[src/rtl/ifu_fetch_fsm.sv]
// Instruction-fetch control FSM: holds the PC, issues one AR/R read per instruction
// and hands {pc, inst, err} to decode over a valid/ready handshake.
module ifu_fetch_fsm #(
    parameter int                 ADDR_W   = 32,
    parameter logic [ADDR_W-1:0]  RESET_PC = ADDR_W'(32'h8000_0000),
    parameter int                 TIMEOUT  = 256
) (
    input  logic              clock,
    input  logic              reset,
    input  logic              valid_pre_i,
    output logic              ready_pre_o,
    input  logic [ADDR_W-1:0] next_pc_i,
    output logic              arvalid_o,
    input  logic              arready_i,
    output logic [ADDR_W-1:0] araddr_o,
    input  logic              rvalid_i,
    output logic              rready_o,
    input  logic [31:0]       rdata_i,
    input  logic [1:0]        rresp_i,
    output logic              valid_post_o,
    input  logic              ready_post_i,
    output logic [ADDR_W-1:0] pc_o,
    output logic [31:0]       inst_o,
    output logic              fetch_err_o
);

    localparam int CNT_W = (TIMEOUT > 0) ? $clog2(TIMEOUT + 1) : 1;
    localparam logic [CNT_W-1:0] CNT_MAX  = CNT_W'(TIMEOUT);
    localparam logic [CNT_W-1:0] TMO_LAST = CNT_W'(TIMEOUT - 1);

    typedef enum logic [2:0] {
        ST_BOOT = 3'd0,
        ST_IDLE = 3'd1,
        ST_ADDR = 3'd2,
        ST_DATA = 3'd3,
        ST_WAIT = 3'd4
    } state_e;

    state_e             state_q, state_d;
    logic [ADDR_W-1:0]  pc_q, pc_d;
    logic [31:0]        inst_q, inst_d;
    logic               err_q, err_d;
    logic [CNT_W-1:0]   cnt_q, cnt_d;
    logic [CNT_W-1:0]   cnt_inc_s;
    logic               tmo_hit_s;

    // Saturating timeout counter; expiry fires on the TIMEOUT-th cycle spent in ADDR/DATA.
    always_comb begin
        cnt_inc_s = cnt_q;
        tmo_hit_s = 1'b0;
        if (cnt_q == CNT_MAX) begin
            cnt_inc_s = cnt_q;
        end else begin
            cnt_inc_s = cnt_q + CNT_W'(1'b1);
        end
        if (TIMEOUT != 0) begin
            tmo_hit_s = (cnt_q == TMO_LAST);
        end else begin
            tmo_hit_s = 1'b0;
        end
    end

    // Next-state and datapath update for the fetch sequence.
    always_comb begin
        state_d = state_q;
        pc_d    = pc_q;
        inst_d  = inst_q;
        err_d   = err_q;
        cnt_d   = cnt_q;
        case (state_q)
            ST_BOOT: begin
                state_d = ST_ADDR;
                cnt_d   = {CNT_W{1'b0}};
            end
            ST_IDLE: begin
                if (valid_pre_i) begin
                    pc_d  = next_pc_i;
                    err_d = 1'b0;
                    if (next_pc_i[1:0] == 2'b00) begin
                        state_d = ST_ADDR;
                        cnt_d   = {CNT_W{1'b0}};
                    end else begin
                        // Misaligned PC never reaches the bus.
                        state_d = ST_WAIT;
                        err_d   = 1'b1;
                        inst_d  = 32'h0000_0000;
                    end
                end else begin
                    state_d = ST_IDLE;
                end
            end
            ST_ADDR: begin
                cnt_d = cnt_inc_s;
                if (tmo_hit_s) begin
                    state_d = ST_WAIT;
                    err_d   = 1'b1;
                    inst_d  = 32'h0000_0000;
                end else if (arready_i) begin
                    state_d = ST_DATA;
                end else begin
                    state_d = ST_ADDR;
                end
            end
            ST_DATA: begin
                cnt_d = cnt_inc_s;
                // Data beats the timeout when both land in the same cycle.
                if (rvalid_i) begin
                    state_d = ST_WAIT;
                    inst_d  = rdata_i;
                    err_d   = (rresp_i != 2'b00);
                end else if (tmo_hit_s) begin
                    state_d = ST_WAIT;
                    err_d   = 1'b1;
                    inst_d  = 32'h0000_0000;
                end else begin
                    state_d = ST_DATA;
                end
            end
            ST_WAIT: begin
                if (ready_post_i) begin
                    state_d = ST_IDLE;
                end else begin
                    state_d = ST_WAIT;
                end
            end
            default: begin
                state_d = ST_BOOT;
            end
        endcase
    end

    // State and datapath registers.
    always_ff @(posedge clock or negedge reset) begin
        if (!reset) begin
            state_q <= ST_BOOT;
            pc_q    <= RESET_PC;
            inst_q  <= 32'h0000_0000;
            err_q   <= 1'b0;
            cnt_q   <= {CNT_W{1'b0}};
        end else begin
            state_q <= state_d;
            pc_q    <= pc_d;
            inst_q  <= inst_d;
            err_q   <= err_d;
            cnt_q   <= cnt_d;
        end
    end

    assign ready_pre_o  = (state_q == ST_IDLE);
    assign arvalid_o    = (state_q == ST_ADDR);
    assign rready_o     = (state_q == ST_DATA);
    assign valid_post_o = (state_q == ST_WAIT);
    assign araddr_o     = pc_q;
    assign pc_o         = pc_q;
    assign inst_o       = inst_q;
    assign fetch_err_o  = err_q;

endmodule

[config.mk]
export PLATFORM = sky130hd
export DESIGN_NAME = ifu_fetch_fsm
export DESIGN_NICKNAME = d
export VERILOG_FILES = /design/src/rtl/ifu_fetch_fsm.sv
export SDC_FILE = /design/constraint.sdc
export NUM_CORES = 1
export LEC_CHECK = 0
export CORE_ASPECT_RATIO = 0.9
export CORE_MARGIN = 2
export CORE_UTILIZATION = 40
export CTS_CLUSTER_DIAMETER = 30
export DETAILED_ROUTE_END_ITERATION = 6
export PLACE_DENSITY_LB_ADDON = 0.1
export SYNTH_ARGS = -nofsm -noshare
export SYNTH_HDL_FRONTEND = slang
export SYNTH_SLANG_ARGS = --single-unit
[constraint.sdc]
create_clock -name clock -period 2.6 [get_ports clock]
set_input_delay 0.26 -clock clock [delete_from_list [all_inputs] [get_ports clock]]
set_output_delay 0.26 -clock clock [all_outputs]
set_load 0.005 [all_outputs]
==> results.txt <==
Layout Cells excl Fill: 509
Async SR Flop Fraction: 100%
Die H: 91.3 um
Crit path DAT: 2560 ps
Final hold slack: 57.0 ps
Fillers: 679
CP Launch Type: register
Htree depth: 3
CTS tree: built
Vias in the first global route: 2543
Mean post-synth cell area: 12.8 um2
ANT nets after route: 0
Post-Route WL: 8110 um
Die ar.: 0.00921 mm2
Clock sinks: 77
Port bufs: 172
Syn Inst Count: 265
Drc violations: 0
Crit end category: register
Dpl cells: 493
Setup Viol. Count Final: 0
Area grow syn2layout: 51.6%
Post-CTS sizing: 0
Worst-margin pin slew: 972 ps
VDD IR max: 0.483 mV
Critical path's slowest cell: dfrtp_1
Crit Path Class: reg2reg
CP required: 2870 ps
Power, Total: 0.00581 W
Setup Skew: 12.0 ps
Synth area leader: dfrtp_1
Peak Freq: 437 MHz
GRT Resource Usage Total: 17.9%
Period minus WS final: 2290 ps
Cts hold-fix bufs: 0
Top-area cell type share of the netlist area: 56.2%
Via count: 2589
ANT cells: 0
Synthesized flop and latch total: 77
WP buf/inv: 0
Post-synth EDFFs: 0
Per-cell routed wire length: 15.9 um
Slew Limit Fails: 0
Rows: 31
Layout cells sized above 1: 13.2%
Register area share after synthesis: 57.0%
Core ar.: 0.00815 mm2
Die outline width: 101 um
Synthesized Nets: 340
Final Core Density: 63.0%
Via density: 5.09
Root Driver: clkbuf_8
Pwr dens: 1130 mW/mm2
Fin nets: 480
Max Cap Violations: 0
Most common cell in the netlist: dfrtp_1
Top cells by area, synth: dfrtp_1, mux2_2, a22o_1
Total gr overflow: 0
RSZ-0062 raised after global routing: false
Initial antenna violation count: 0
First-pass GRT wire length: 13000 um
Relative slew slack: 35.2%
Post-DP HPWL: 5950 um
Syn. warnings: 0
Setup Fix Bufs, Post-CTS: 0
Worst path top cell family by delay: compound AO/OA/AOI/OAI gates
Num CTS Buffers: 9
IO Pins: 173
Final Wtd Congestion: 0.785
Synth Flop Type: dfrtp_1
Crit Path Max Fanout: 33
Pleak: 2.17 nW
Synth cell count leaders: dfrtp_1, buf_4, a22o_1, mux2_2
Post-route setup TNS: 0 ps
Clk pin slew, worst setup/hold paths: 80 ps
Cell Area, Synth: 0.00338 mm2
CP max stage delay: 420 ps
Most used cell, CP: and3_1
Initial Util: 41.5%
CP Cell Sequence: ha_1 -> and3_1 -> and3_1 -> and3_1 -> ha_1 -> a21oi_1 -> o21a_4 -> a22o_1
Status: finished, final reports clean
Final period util: 88.1%
Post-synth cell types: 40
Hold Path Class: in2async
Largest net degree at the start of global routing: 78
First-pass iteration count of the detailed router: 4
Hold Fails Final Rpt: 0
Maximum clock path buffer count: 2
Initial drt markers: 135
Clk Latency, worst-skew pair: 340 ps
[flip-flops by register name (all words and copies together), names as in the netlist]
signal	cells
fetch_err_o	1
araddr_o	32
cnt_q	9
inst_o	32
state_q	3
[kinds of logic (layout without fill, tap and decap cells)]
| logic type | count (synthesis) | in the layout | share of synthesized area, % |
|---|---|---|---|
| flip-flops | 77 | 77 | 57.0 |
| buffers and inverters | 51 | 196 | 10.4 |
| multiplexers | 35 | 35 | 11.5 |
| AND/OR/NAND/NOR | 40 | 40 | 6.32 |
| adder cells (fa/ha/maj) | 3 | 3 | 1.11 |
| AO/OA/AOI/OAI | 59 | 59 | 13.7 |
[metal layers]
| layer | vias to the layer above | GRT usage, % | share of wire, % |
|---|---|---|---|
| met3 | 10 | 5.70 | 8.9 |
| met2 | 123 | 27.8 | 46 |
| met5 | - | 0 | 0 |
| met1 | 1255 | 23.6 | 44 |
| met4 | 0 | 6.42 | 1.6 |
| li1 | 1201 | - | - |
[layout by cell type, fill, tap and decap left out, types with 2 or more instances in the layout]
master             n
mux2i_1            3
ha_1               3
dfrtp_1           76
nand2_1            7
nand2b_1           4
bufinv_16          2
buf_4              3
clkinvlp_4         3
and3_1             4
clkbuf_8           9
inv_1              6
a22o_1            32
nor2_1            10
o211ai_1           2
nand4_1            2
o21ai_0           10
o21bai_1           2
mux2_2            32
nor2b_1            2
clkdlybuf4s50_1  171
a31oi_1            2
nand3_1            3
and2_1             2
[final cells by class]
type | count | area [um2] | area share [%]
repair buffers | 174 | 1730 | 33.8
multi-input cells | 137 | 1100 | 21.5
well taps | 99 | 124 | 2.42
clock buffers | 10 | 128 | 2.49
clock inverters | 6 | 87.6 | 1.71
inverters | 6 | 22.5 | 0.439
flip-flops and latches | 77 | 1930 | 37.6
[power breakdown]
part / switching (W) / total (W) / leakage, nW / internal [W]
combinational: 0.000838 / 0.00269 / 1.11 / 0.00185
sequential: 0.000423 / 0.00216 / 0.962 / 0.00173
clock: 0.000432 / 0.000971 / 0.0985 / 0.000539
total: 0.00169 / 0.00581 / 2.17 / 0.00412
[worst reg2reg max path, delay by kind of cell, from the launching register on]
kind	cells	cell delay [ps]
AO/OA/AOI/OAI	3	770
adder cells (fa/ha/maj)	2	450
AND/OR/NAND/NOR	3	590
flip-flops	1	420
[worst paths after layout]
path	start	end	slack (ps)	cells past startpoint
min in group clock	inst_o[11]	inst_o[11]	510	1
max in group asynchronous	reset	cnt_q[8]	1890	1
worst max-delay path	cnt_q[0]	inst_o[29]	310	8
worst max register to register	cnt_q[0]	inst_o[29]	310	8
worst min register to register	inst_o[11]	inst_o[11]	510	1
worst min-delay path	reset	araddr_o[23]	60	1
[per-stage QoR]
| step | setup WS, ps | instance area [um2] |
|---|---|---|
| floorplan | 582 | 3380 |
| global placement | 353 | 4910 |
| detailed placement | 331 | 4910 |
| CTS | 310 | 5130 |
| global route | 149 | 5130 |
| finish | 310 | 5130 |
No activity file was read; power rests on OpenSTA's default activity.
